<file path="src/rtl/or1200_fetch_pkg.sv">
// Shared types for the instruction-fetch queue.
//  OR1200_NOP_INSN  l.nop encoding, the default head instruction
//  fetchq_state_e   fetch-queue control states
//  fetchq_entry_t   one queued fetch: word-aligned PC, instruction, bus error
package or1200_fetch_pkg;

  localparam logic [31:0] OR1200_NOP_INSN = 32'h1500_0000;

  typedef enum logic [1:0] {
    FQ_RUN     = 2'd0,
    FQ_DISCARD = 2'd1,
    FQ_ERRHOLD = 2'd2
  } fetchq_state_e;

  typedef struct packed {
    logic [31:2] pc;
    logic [31:0] insn;
    logic        err;
  } fetchq_entry_t;

  // Build a queue entry from a bus response; a faulting fetch carries a nop so
  // decode never sees stale bus data.
  function automatic fetchq_entry_t fetchq_mk_entry(input logic [31:0] adr,
                                                    input logic [31:0] dat,
                                                    input logic        err,
                                                    input logic [31:0] nop);
    fetchq_entry_t e;
    e.pc   = adr[31:2];
    e.insn = err ? nop : dat;
    e.err  = err;
    return e;
  endfunction

endpackage

</file>
<file path="src/rtl/or1200_fetch_fifo.sv">
// Synchronous FIFO of fetchq_entry_t with simultaneous push/pop.
//  clk, rst       clock, asynchronous active-low reset
//  clr            empty the FIFO (wins over push/pop)
//  push, wdata    write one entry (ignored when full unless popping)
//  pop            remove the head entry (ignored when empty)
//  cnt            current occupancy
//  cnt_nxt        occupancy after this edge
//  head_nxt       head entry after this edge (meaningful when cnt_nxt != 0)
// The look-ahead outputs let the parent register its head outputs without a
// bypass path from the bus to decode.
module or1200_fetch_fifo
  import or1200_fetch_pkg::*;
#(
  parameter  int DEPTH = 2,
  localparam int AW    = $clog2(DEPTH),
  localparam int CW    = AW + 1
) (
  input  logic          clk,
  input  logic          rst,
  input  logic          clr,
  input  logic          push,
  input  fetchq_entry_t wdata,
  input  logic          pop,
  output logic [CW-1:0] cnt,
  output logic [CW-1:0] cnt_nxt,
  output fetchq_entry_t head_nxt
);

  fetchq_entry_t mem [DEPTH];
  logic [AW-1:0] wr_ptr, rd_ptr;
  logic [AW-1:0] rd_after;
  logic [CW-1:0] remain;
  logic          do_push, do_pop;

  assign do_pop  = pop & (cnt != '0) & ~clr;
  assign do_push = push & ((cnt != CW'(DEPTH)) | do_pop) & ~clr;

  // State once this cycle's pop has happened; a push into what is then an
  // empty FIFO becomes the new head directly.
  assign rd_after = rd_ptr + AW'(do_pop);
  assign remain   = cnt - CW'(do_pop);
  assign head_nxt = (remain == '0) ? wdata : mem[rd_after];

  always_comb begin
    cnt_nxt = cnt;
    if (clr) cnt_nxt = '0;
    else     cnt_nxt = cnt + CW'(do_push) - CW'(do_pop);
  end

  // Pointers wrap naturally because DEPTH is a power of two.
  always_ff @(posedge clk or negedge rst) begin
    if (!rst) begin
      wr_ptr <= '0;
      rd_ptr <= '0;
      cnt    <= '0;
    end else begin
      cnt <= cnt_nxt;
      if (clr) begin
        wr_ptr <= '0;
        rd_ptr <= '0;
      end else begin
        if (do_push) wr_ptr <= wr_ptr + 1'b1;
        if (do_pop)  rd_ptr <= rd_ptr + 1'b1;
      end
    end
  end

  always_ff @(posedge clk) begin
    if (do_push) mem[wr_ptr] <= wdata;
  end

endmodule

</file>
<file path="src/rtl/or1200_if_fetchq.sv">
// Instruction-fetch queue between the instruction bus and decode.
//  clk, rst         clock, asynchronous active-low reset
//  icpu_adr_i/dat_i returned address and instruction word
//  icpu_ack_i/err_i word valid / bus error for icpu_adr_i
//  icpu_busy_i      a request is still outstanding
//  flush_i          pipeline flush (branch, exception, debug)
//  id_freeze_i      decode not accepting this cycle
//  if_insn_o/pc_o   registered head instruction and PC (nop / 0 when empty)
//  if_valid_o       head entry valid
//  if_err_o         head entry carries a bus error
//  if_stall_o       queue full, genpc must hold its pc
//  genpc_refetch_o  one-cycle pulse: a word was dropped on overflow
// Control: RUN accepts words. DISCARD eats the one response still in flight
// when a flush hit a busy bus. ERRHOLD ignores everything after a bus error
// until the flush that the exception will raise.
module or1200_if_fetchq
  import or1200_fetch_pkg::*;
#(
  parameter int          DEPTH    = 2,
  parameter logic [31:0] NOP_INSN = OR1200_NOP_INSN
) (
  input  logic        clk,
  input  logic        rst,
  input  logic [31:0] icpu_adr_i,
  input  logic [31:0] icpu_dat_i,
  input  logic        icpu_ack_i,
  input  logic        icpu_err_i,
  input  logic        icpu_busy_i,
  input  logic        flush_i,
  input  logic        id_freeze_i,
  output logic [31:0] if_insn_o,
  output logic [31:0] if_pc_o,
  output logic        if_valid_o,
  output logic        if_err_o,
  output logic        if_stall_o,
  output logic        genpc_refetch_o
);

  localparam int CW = $clog2(DEPTH) + 1;

  fetchq_state_e state_q, state_d;
  fetchq_entry_t wdata, head_nxt;
  logic [CW-1:0] cnt, cnt_nxt;
  logic          word, full, pop, push, drop_ovf;

  assign word  = icpu_ack_i | icpu_err_i;
  assign full  = (cnt == CW'(DEPTH));
  assign pop   = if_valid_o & ~id_freeze_i & ~flush_i;
  assign wdata = fetchq_mk_entry(icpu_adr_i, icpu_dat_i, icpu_err_i, NOP_INSN);

  always_comb begin
    state_d  = state_q;
    push     = 1'b0;
    drop_ovf = 1'b0;
    case (state_q)
      FQ_RUN: begin
        if (flush_i) begin
          if (icpu_busy_i) state_d = FQ_DISCARD;
        end else if (word) begin
          // Full queue only takes a word if decode frees a slot this cycle.
          if (full && !pop) begin
            drop_ovf = 1'b1;
          end else begin
            push = 1'b1;
            if (icpu_err_i) state_d = FQ_ERRHOLD;
          end
        end
      end
      FQ_DISCARD: begin
        if (!flush_i && word) state_d = FQ_RUN;
      end
      FQ_ERRHOLD: begin
        if (flush_i) state_d = icpu_busy_i ? FQ_DISCARD : FQ_RUN;
      end
      default: state_d = FQ_RUN;
    endcase
  end

  or1200_fetch_fifo #(.DEPTH(DEPTH)) u_fifo (
    .clk      (clk),
    .rst      (rst),
    .clr      (flush_i),
    .push     (push),
    .wdata    (wdata),
    .pop      (pop),
    .cnt      (cnt),
    .cnt_nxt  (cnt_nxt),
    .head_nxt (head_nxt)
  );

  always_ff @(posedge clk or negedge rst) begin
    if (!rst) begin
      state_q         <= FQ_RUN;
      if_valid_o      <= 1'b0;
      if_insn_o       <= NOP_INSN;
      if_pc_o         <= '0;
      if_err_o        <= 1'b0;
      if_stall_o      <= 1'b0;
      genpc_refetch_o <= 1'b0;
    end else begin
      state_q         <= state_d;
      genpc_refetch_o <= drop_ovf;
      if_stall_o      <= (cnt_nxt == CW'(DEPTH));
      if (cnt_nxt != '0) begin
        if_valid_o <= 1'b1;
        if_insn_o  <= head_nxt.insn;
        if_pc_o    <= {head_nxt.pc, 2'b00};
        if_err_o   <= head_nxt.err;
      end else begin
        if_valid_o <= 1'b0;
        if_insn_o  <= NOP_INSN;
        if_pc_o    <= '0;
        if_err_o   <= 1'b0;
      end
    end
  end

endmodule

</file>
<file path="config.mk">
export PLATFORM = sky130hd
export DESIGN_NAME = or1200_if_fetchq
export DESIGN_NICKNAME = d
export VERILOG_FILES = /design/src/rtl/or1200_fetch_pkg.sv /design/src/rtl/or1200_fetch_fifo.sv /design/src/rtl/or1200_if_fetchq.sv
export SDC_FILE = /design/constraint.sdc
export NUM_CORES = 1
export LEC_CHECK = 0
export BUFFER_PORTS_ARGS = -buffer_cell sky130_fd_sc_hd__buf_4
export CORE_ASPECT_RATIO = 2
export CORE_MARGIN = 2
export CORE_UTILIZATION = 60
export CTS_BUF_LIST = sky130_fd_sc_hd__clkbuf_8
export DETAILED_ROUTE_END_ITERATION = 7
export PLACE_DENSITY = 0.93
export SLEW_MARGIN = 20
export SYNTH_ARGS = -nofsm -noshare
export SYNTH_HDL_FRONTEND = slang
export SYNTH_SLANG_ARGS = --single-unit
</file>
<file path="constraint.sdc">
create_clock -name clk -period 13 [get_ports clk]
set_clock_uncertainty 0.05 [all_clocks]
set_input_delay 0 -clock clk [delete_from_list [all_inputs] [get_ports clk]]
set_output_delay 0 -clock clk [all_outputs]
set_load 0.005 [all_outputs]
</file>
# ---- Yosys cells after proc, flatten, opt, wreduce, memory -nomap -nowiden
# Memory sizes are Yosys's and may differ from the RTL's.
# Cells that the tools add are included.
dict set report word_totals {
  output_inout_bits 68
  mem_count 1
  input_bits 71
  romBits 0
  latchBits 0
  reg_bits 74
  elab_cells 79
  mem_bits_rw 126
}
dict set report op_classes {
  n_bitwise 10
  mul 0
  eq_ne 11
  shifts 0
  n_reduce_logical 11
  addsub 6
  magnitude_cmp 0
  n_mux 30
  div_mod_pow 0
}
# name words word_bits read_ports rd_clocked_by_memory_dff wr line
set memory_table {}
lappend memory_table {u_fifo.mem 2 63 1 0 1 or1200_fetch_fifo.sv:29} ;# fetchq_entry_t mem [DEPTH];
# op count
set ops {}
lappend ops {{32-bit 2-to-1 mux} 3}
lappend ops {{63-bit 2-to-1 mux} 1}
lappend ops {{1-bit 2-to-1 mux} 17}
lappend ops {{2-bit 2-to-1 mux} 8}
lappend ops {{3-bit != test, second input constant} 4}
lappend ops {{2-bit nonzero test} 4}
lappend ops {{1-bit bitwise AND} 6}
lappend ops {{2-bit equality test, second input constant} 3}
lappend ops {{2-bit != test, second input constant} 3}
lappend ops {{2-bit case mux with 3 select lines} 1}
lappend ops {{6-bit AND reduction} 1}
lappend ops {{2-bit logical NOT} 2}
lappend ops {{2-bit by 1-bit subtractor with 2-bit output} 2}
lappend ops {{1-bit adder, second input constant} 2}
lappend ops {{2-bit by 1-bit adder with 2-bit output} 1}
lappend ops {{2-bit by 1-bit equality test with 1-bit output, second input constant} 1}
lappend ops {{1-bit logical AND} 2}
lappend ops {{1-bit logical NOT} 2}
lappend ops {{1-bit NOT} 2}
lappend ops {{1-bit bitwise OR} 2}
lappend ops {{1-bit adder} 1}

# ---- Longest topological paths before layout
dict set report depth {
  word_depth 16
  depth_mapped 13
  mapped_depth_nobuf 10
}

# ---- By module
# A second synthesis with hierarchy kept.
dict set report hier_totals {
  hier_cells 643
  area_unflattened_um2 8200.4
}
# mod n_inst cells_per_inst seq_area_each_um2 area_per_inst_um2
set by_module_without_submodules {}
lappend by_module_without_submodules {or1200_fetch_fifo 1 450 3883.7 5683.0}
lappend by_module_without_submodules {or1200_if_fetchq 1 193 1705.4 2517.4}

# ---- Worst setup path before layout
# No wires, ideal clock.
dict set report synth_path {
  path_kind {register to register}
  start {reg if_valid_o}
  end {mem u_fifo.mem[0][0] (netlist name) (enable)}
  setup_ps 484
  stages_incl_launch_ff 5
  arrival_ps 3872
  synth_period_minus_slack_ps 4406
  path_buffers 1
  setup_slack_ps 8594
  cell_sequence {dfrtp_1 or3b_1 buf_6 a311o_1 nor2_1}
}
dict set report synth_via {
  elab_chain_cells 12
}
# item line
set synth_rtl {}
lappend synth_rtl {{start: declaration} or1200_if_fetchq.sv:33} ;# output logic if_valid_o,
lappend synth_rtl {{start signal: assignment} or1200_if_fetchq.sv:94} ;# if_valid_o <= 1'b0;
lappend synth_rtl {{start signal: assignment} or1200_if_fetchq.sv:105} ;# if_valid_o <= 1'b1;
lappend synth_rtl {{start signal: assignment} or1200_if_fetchq.sv:110} ;# if_valid_o <= 1'b0;
lappend synth_rtl {{1-bit bitwise AND * (2 in series)} or1200_if_fetchq.sv:48} ;# assign pop = if_valid_o & ~id_freeze_i & ~flush_i;
lappend synth_rtl {{1-bit logical NOT} or1200_if_fetchq.sv:61} ;# if (full && !pop) begin
lappend synth_rtl {{1-bit logical AND} or1200_if_fetchq.sv:61}
lappend synth_rtl {{1-bit 2-to-1 mux} or1200_if_fetchq.sv:61}
lappend synth_rtl {{1-bit 2-to-1 mux} or1200_if_fetchq.sv:59} ;# end else if (word) begin
lappend synth_rtl {{1-bit 2-to-1 mux} or1200_if_fetchq.sv:57} ;# if (flush_i) begin
lappend synth_rtl {{1-bit 2-to-1 mux} or1200_if_fetchq.sv:55} ;# case (state_q)
lappend synth_rtl {{1-bit bitwise AND * (2 in series)} or1200_fetch_fifo.sv:36} ;# assign do_push = push & ((cnt != CW'(DEPTH)) | do_pop) & ~clr;
lappend synth_rtl {{1-bit 2-to-1 mux *} or1200_fetch_fifo.sv:69} ;# if (do_push) mem[wr_ptr] <= wdata;
lappend synth_rtl {{1-bit 2-to-1 mux (not written as such) *} or1200_fetch_fifo.sv:69}
lappend synth_rtl {{end: declaration} or1200_fetch_fifo.sv:29}
# Every way passes the cells marked *; elsewhere a longest branch is shown, timed or not.

# ---- Final worst setup path
dict set report layout_path {
  start {reg u_fifo.cnt[1]}
  end {reg if_pc_o[18]}
}
dict set report layout_via {
  elab_chain_cells 13
}
# item line
set layout_rtl {}
lappend layout_rtl {{start: declaration} or1200_fetch_fifo.sv:24} ;# output logic [CW-1:0] cnt,
lappend layout_rtl {{start signal: assignment} or1200_fetch_fifo.sv:57} ;# cnt <= cnt_nxt;
lappend layout_rtl {{2-bit equality test} or1200_if_fetchq.sv:47} ;# assign full = (cnt == CW'(DEPTH));
lappend layout_rtl {{1-bit logical AND} or1200_if_fetchq.sv:61}
lappend layout_rtl {{1-bit 2-to-1 mux} or1200_if_fetchq.sv:61}
lappend layout_rtl {{1-bit 2-to-1 mux} or1200_if_fetchq.sv:59}
lappend layout_rtl {{1-bit 2-to-1 mux} or1200_if_fetchq.sv:57}
lappend layout_rtl {{1-bit 2-to-1 mux} or1200_if_fetchq.sv:55}
lappend layout_rtl {{1-bit bitwise AND (2 in series)} or1200_fetch_fifo.sv:36}
lappend layout_rtl {{2-bit by 1-bit adder with 2-bit output} or1200_fetch_fifo.sv:47} ;# else cnt_nxt = cnt + CW'(do_push) - CW'(do_pop);
lappend layout_rtl {{2-bit by 1-bit subtractor with 2-bit output} or1200_fetch_fifo.sv:47}
lappend layout_rtl {{2-bit 2-to-1 mux} or1200_fetch_fifo.sv:46} ;# if (clr) cnt_nxt = '0;
lappend layout_rtl {{2-bit nonzero test} or1200_if_fetchq.sv:104} ;# if (cnt_nxt != '0) begin
lappend layout_rtl {{32-bit 2-to-1 mux *} or1200_if_fetchq.sv:104}
lappend layout_rtl {{end signal: assignment} or1200_if_fetchq.sv:107} ;# if_pc_o <= {head_nxt.pc, 2'b00};
lappend layout_rtl {{end: declaration} or1200_if_fetchq.sv:32} ;# output logic [31:0] if_pc_o,
# Marked as above.
# A chain may end at the register's enable or synchronous reset.

==> impl_metrics.json <==
{
  "globalplace.congestion": 0.766,
  "yosys_warnings": 0,
  "cap_violations": 0,
  "synth-simple-area-share": 0.0948,
  "core_sq_um": 12800,
  "clock_sinks": 198,
  "crit_type": "flop to flop",
  "hold_violations": 0,
  "hold_path_class": "input port to async pin",
  "n_antenna_cell": 0,
  "dr.pass1.iters": 7,
  "wl_met3_um": 1620,
  "htreeDepth": 4,
  "synth.avg_cell_area_sq_um": 13.6,
  "die_y_um": 165,
  "synth_compound_area_frac": 0.139,
  "synth_seq_cells": 198,
  "cp-end-kind": "flop",
  "vias": 5718,
  "cts_inserted_buffers": 17,
  "start_util": 0.608,
  "tightest_slew_ps": 1090,
  "io_pins": 139,
  "min_period_ps": 3880,
  "rows": 59,
  "final_cell_mix": "138 x buf_4, 126 x edfxtp_1, 123 x o21ai_0, 69 x dfrtp_1, 67 x dlygate4sd3_1",
  "dr.max_layer_used": "met4",
  "yosys-top-cells-area": "edfxtp_1 48%, dfrtp_1 22%, o21ai_0 7.9%",
  "wire_per_inst_um": 20.9,
  "synth_ff_type": "edfxtp_1",
  "wl_met2_um": 10200,
  "rrSetupSlack_ps": 9120,
  "drc": 0,
  "synth_fa_ha_area_frac": 0.00481,
  "status": "complete, no violations",
  "clk_latency_ps": 450,
  "cts_root_buf": "clkbuf_8",
  "worstPathRequired_ps": 13290,
  "hpwl_um": 9590,
  "finalSetupViolations": 0,
  "cp.arrival_ps": 4160,
  "syn_inst": 575,
  "finalMaxSlewViolations": 0,
  "seq_area_frac_synth": 0.716,
  "nNetsFinal": 823,
  "synthToLayoutAreaGrowth_pct": 26.2,
  "gr-total-overflow": 0,
  "relSlewSlack": 0.268,
  "cts_setup_buffers": 0,
  "setup-tns-final_ps": 0,
  "crit_path_max_fanout": 61,
  "powerDensity_nw_per_um2": 138,
  "synth_top_area_cell": "edfxtp_1",
  "io_buffers": 134,
  "synth_edf_count": 126,
  "globalRouteTotalUtil": 0.272,
  "first_iter_violations": 591,
  "clockBufferDepth": 2,
  "ys_async_sr_fraction": 0.364,
  "ant_nets": 0,
  "synth_area_sq_um": 7800,
  "instances_no_fill": 914,
  "finalCritPeriodShare": 0.298,
  "grt_pass1_wl_um": 29100,
  "m1WireLength_um": 6840,
  "cp-start-kind": "flop",
  "drive_gt1_frac": 0.270,
  "grt_pass1_vias": 5916,
  "yosysTopAreaCellShare": 0.485,
  "crit_slowest_cell": "inv_2",
  "worstPathCellList": "nor2_1, nor2_1, ha_1, inv_1, ha_1, xnor3_1, a21o_1, inv_2, o21ai_0, a31oi_1",
  "die_area_sq_um": 14000,
  "viasPerCell": 6.26,
  "grt_antenna_before_repair": 0,
  "drt_wl_total_um": 19100,
  "synth_mux_area_frac": 0,
  "timing.fmax_mhz": 258,
  "grt_setup_unrepaired": "false",
  "path_clk_slew_ps": 110,
  "final_util": 0.766,
  "leakagePower_nw": 4.00,
  "placed_cells": 815,
  "dieWidth_um": 84.6,
  "cpPeakStageDelay_ps": 730,
  "cts_tree": "built",
  "ys_types": 36,
  "synth-xor-area-share": 0.00513,
  "synth_top_family_by_area": "compound AO/OA/AOI/OAI gates",
  "post_cts_resized": 0,
  "final_common_cell": "buf_4",
  "grt_max_degree": 124,
  "irDropWorstVdd_v": 0.000127
}
==> cells in the mapped netlist (2+ instances only) <==
master    number
a21oi_1        2
a31oi_1       63
buf_2         11
buf_4          4
buf_6          9
clkbuf_1      27
dfrtp_1       69
dfstp_2        3
edfxtp_1     126
ha_1           3
inv_1          5
nand2_1        2
nand3_1       44
nand3_2       20
nor2_1         8
nor2b_1       29
nor3_1         5
o21ai_0      123
or2_2          4
or3_1          2
==> report_power, final <==
group          switching, mW  internal [mW]  total, mW  leakage (nW)
Clock                  0.227          0.161      0.388         0.198
Sequential            0.0205          0.729      0.750          2.13
Combinational          0.126         0.0912      0.217          1.67
==> routing by layer <==
layer  global-route usage  vias up
met5                    0        -
met4                0.124        0
met3               0.0542       39
met1                0.318     2791
li1                     -     2504
met2                0.480      384
==> layout make-up <==
cell class,count,area (sq um)
repair buffers,205,1710
flip-flops and latches,198,5590
fillers,752,3000
clock buffers,17,234
clock inverters,15,159
multi-input cells,321,1940
inverters,6,22.5
well taps,152,190
==> worst paths after layout <==
check                                    from              end  cells after the start
max in group asynchronous                 rst    if_insn_o[19]                      2
worst max register to register  u_fifo.cnt[1]      if_pc_o[18]                     10
worst max-delay path            u_fifo.cnt[1]      if_pc_o[18]                     10
worst min-delay path                      rst       if_pc_o[8]                      2
min in group clk                  id_freeze_i  genpc_refetch_o                      4
worst min register to register     state_q[0]       state_q[1]                      1
==> critical path, delay by kind of cell (launching register included) <==
family,cells,cell delay [ps]
buffers and inverters,2,810
AOI/OAI and AO/OA,3,770
DFF,1,450
adders and majority gates,2,650
xor gates and xnor gates,1,370
and+or+nand+nor,2,610
==> sequential cells by signal, indices dropped and copies added, names as in the netlist <==
name,count
u_fifo.mem,126
if_insn_o,32
if_pc_o,30
state_q,2
u_fifo.cnt,2
genpc_refetch_o,1
if_err_o,1
if_stall_o,1
if_valid_o,1
u_fifo.rd_ptr,1
u_fifo.wr_ptr,1
==> per-stage QoR <==
| step | hold slack [ps] | instance area [sq um] | power, mW | setup slack, ps |
|---|---|---|---|---|
| finish | 205 | 9840 | 1.35 | 9120 |
| global placement | 138 | 8770 | 0.944 | 9520 |
| detailed placement | 146 | 8770 | 0.956 | 9310 |
| global route | 215 | 9840 | 1.40 | 8880 |
| floorplan | -346 | 7810 | 0.861 | 8590 |
| CTS | 176 | 9830 | 1.35 | 9250 |
==> cell families after synthesis <==
group	after synthesis
adder cells (fa/ha/maj)	3
AND/OR/NAND/NOR	118
flip-flops	198
buffers and inverters	57
XOR/XNOR	3
AO/OA/AOI/OAI	195
other	1
==> timing repair <==
item / in CTS / in global routing
hold buffers: 67 / 0
hold endpoints to repair: 252 / 0
endpoints found under the setup margin: 0 / 0
Note: power is estimated with default switching activity, not from simulation.
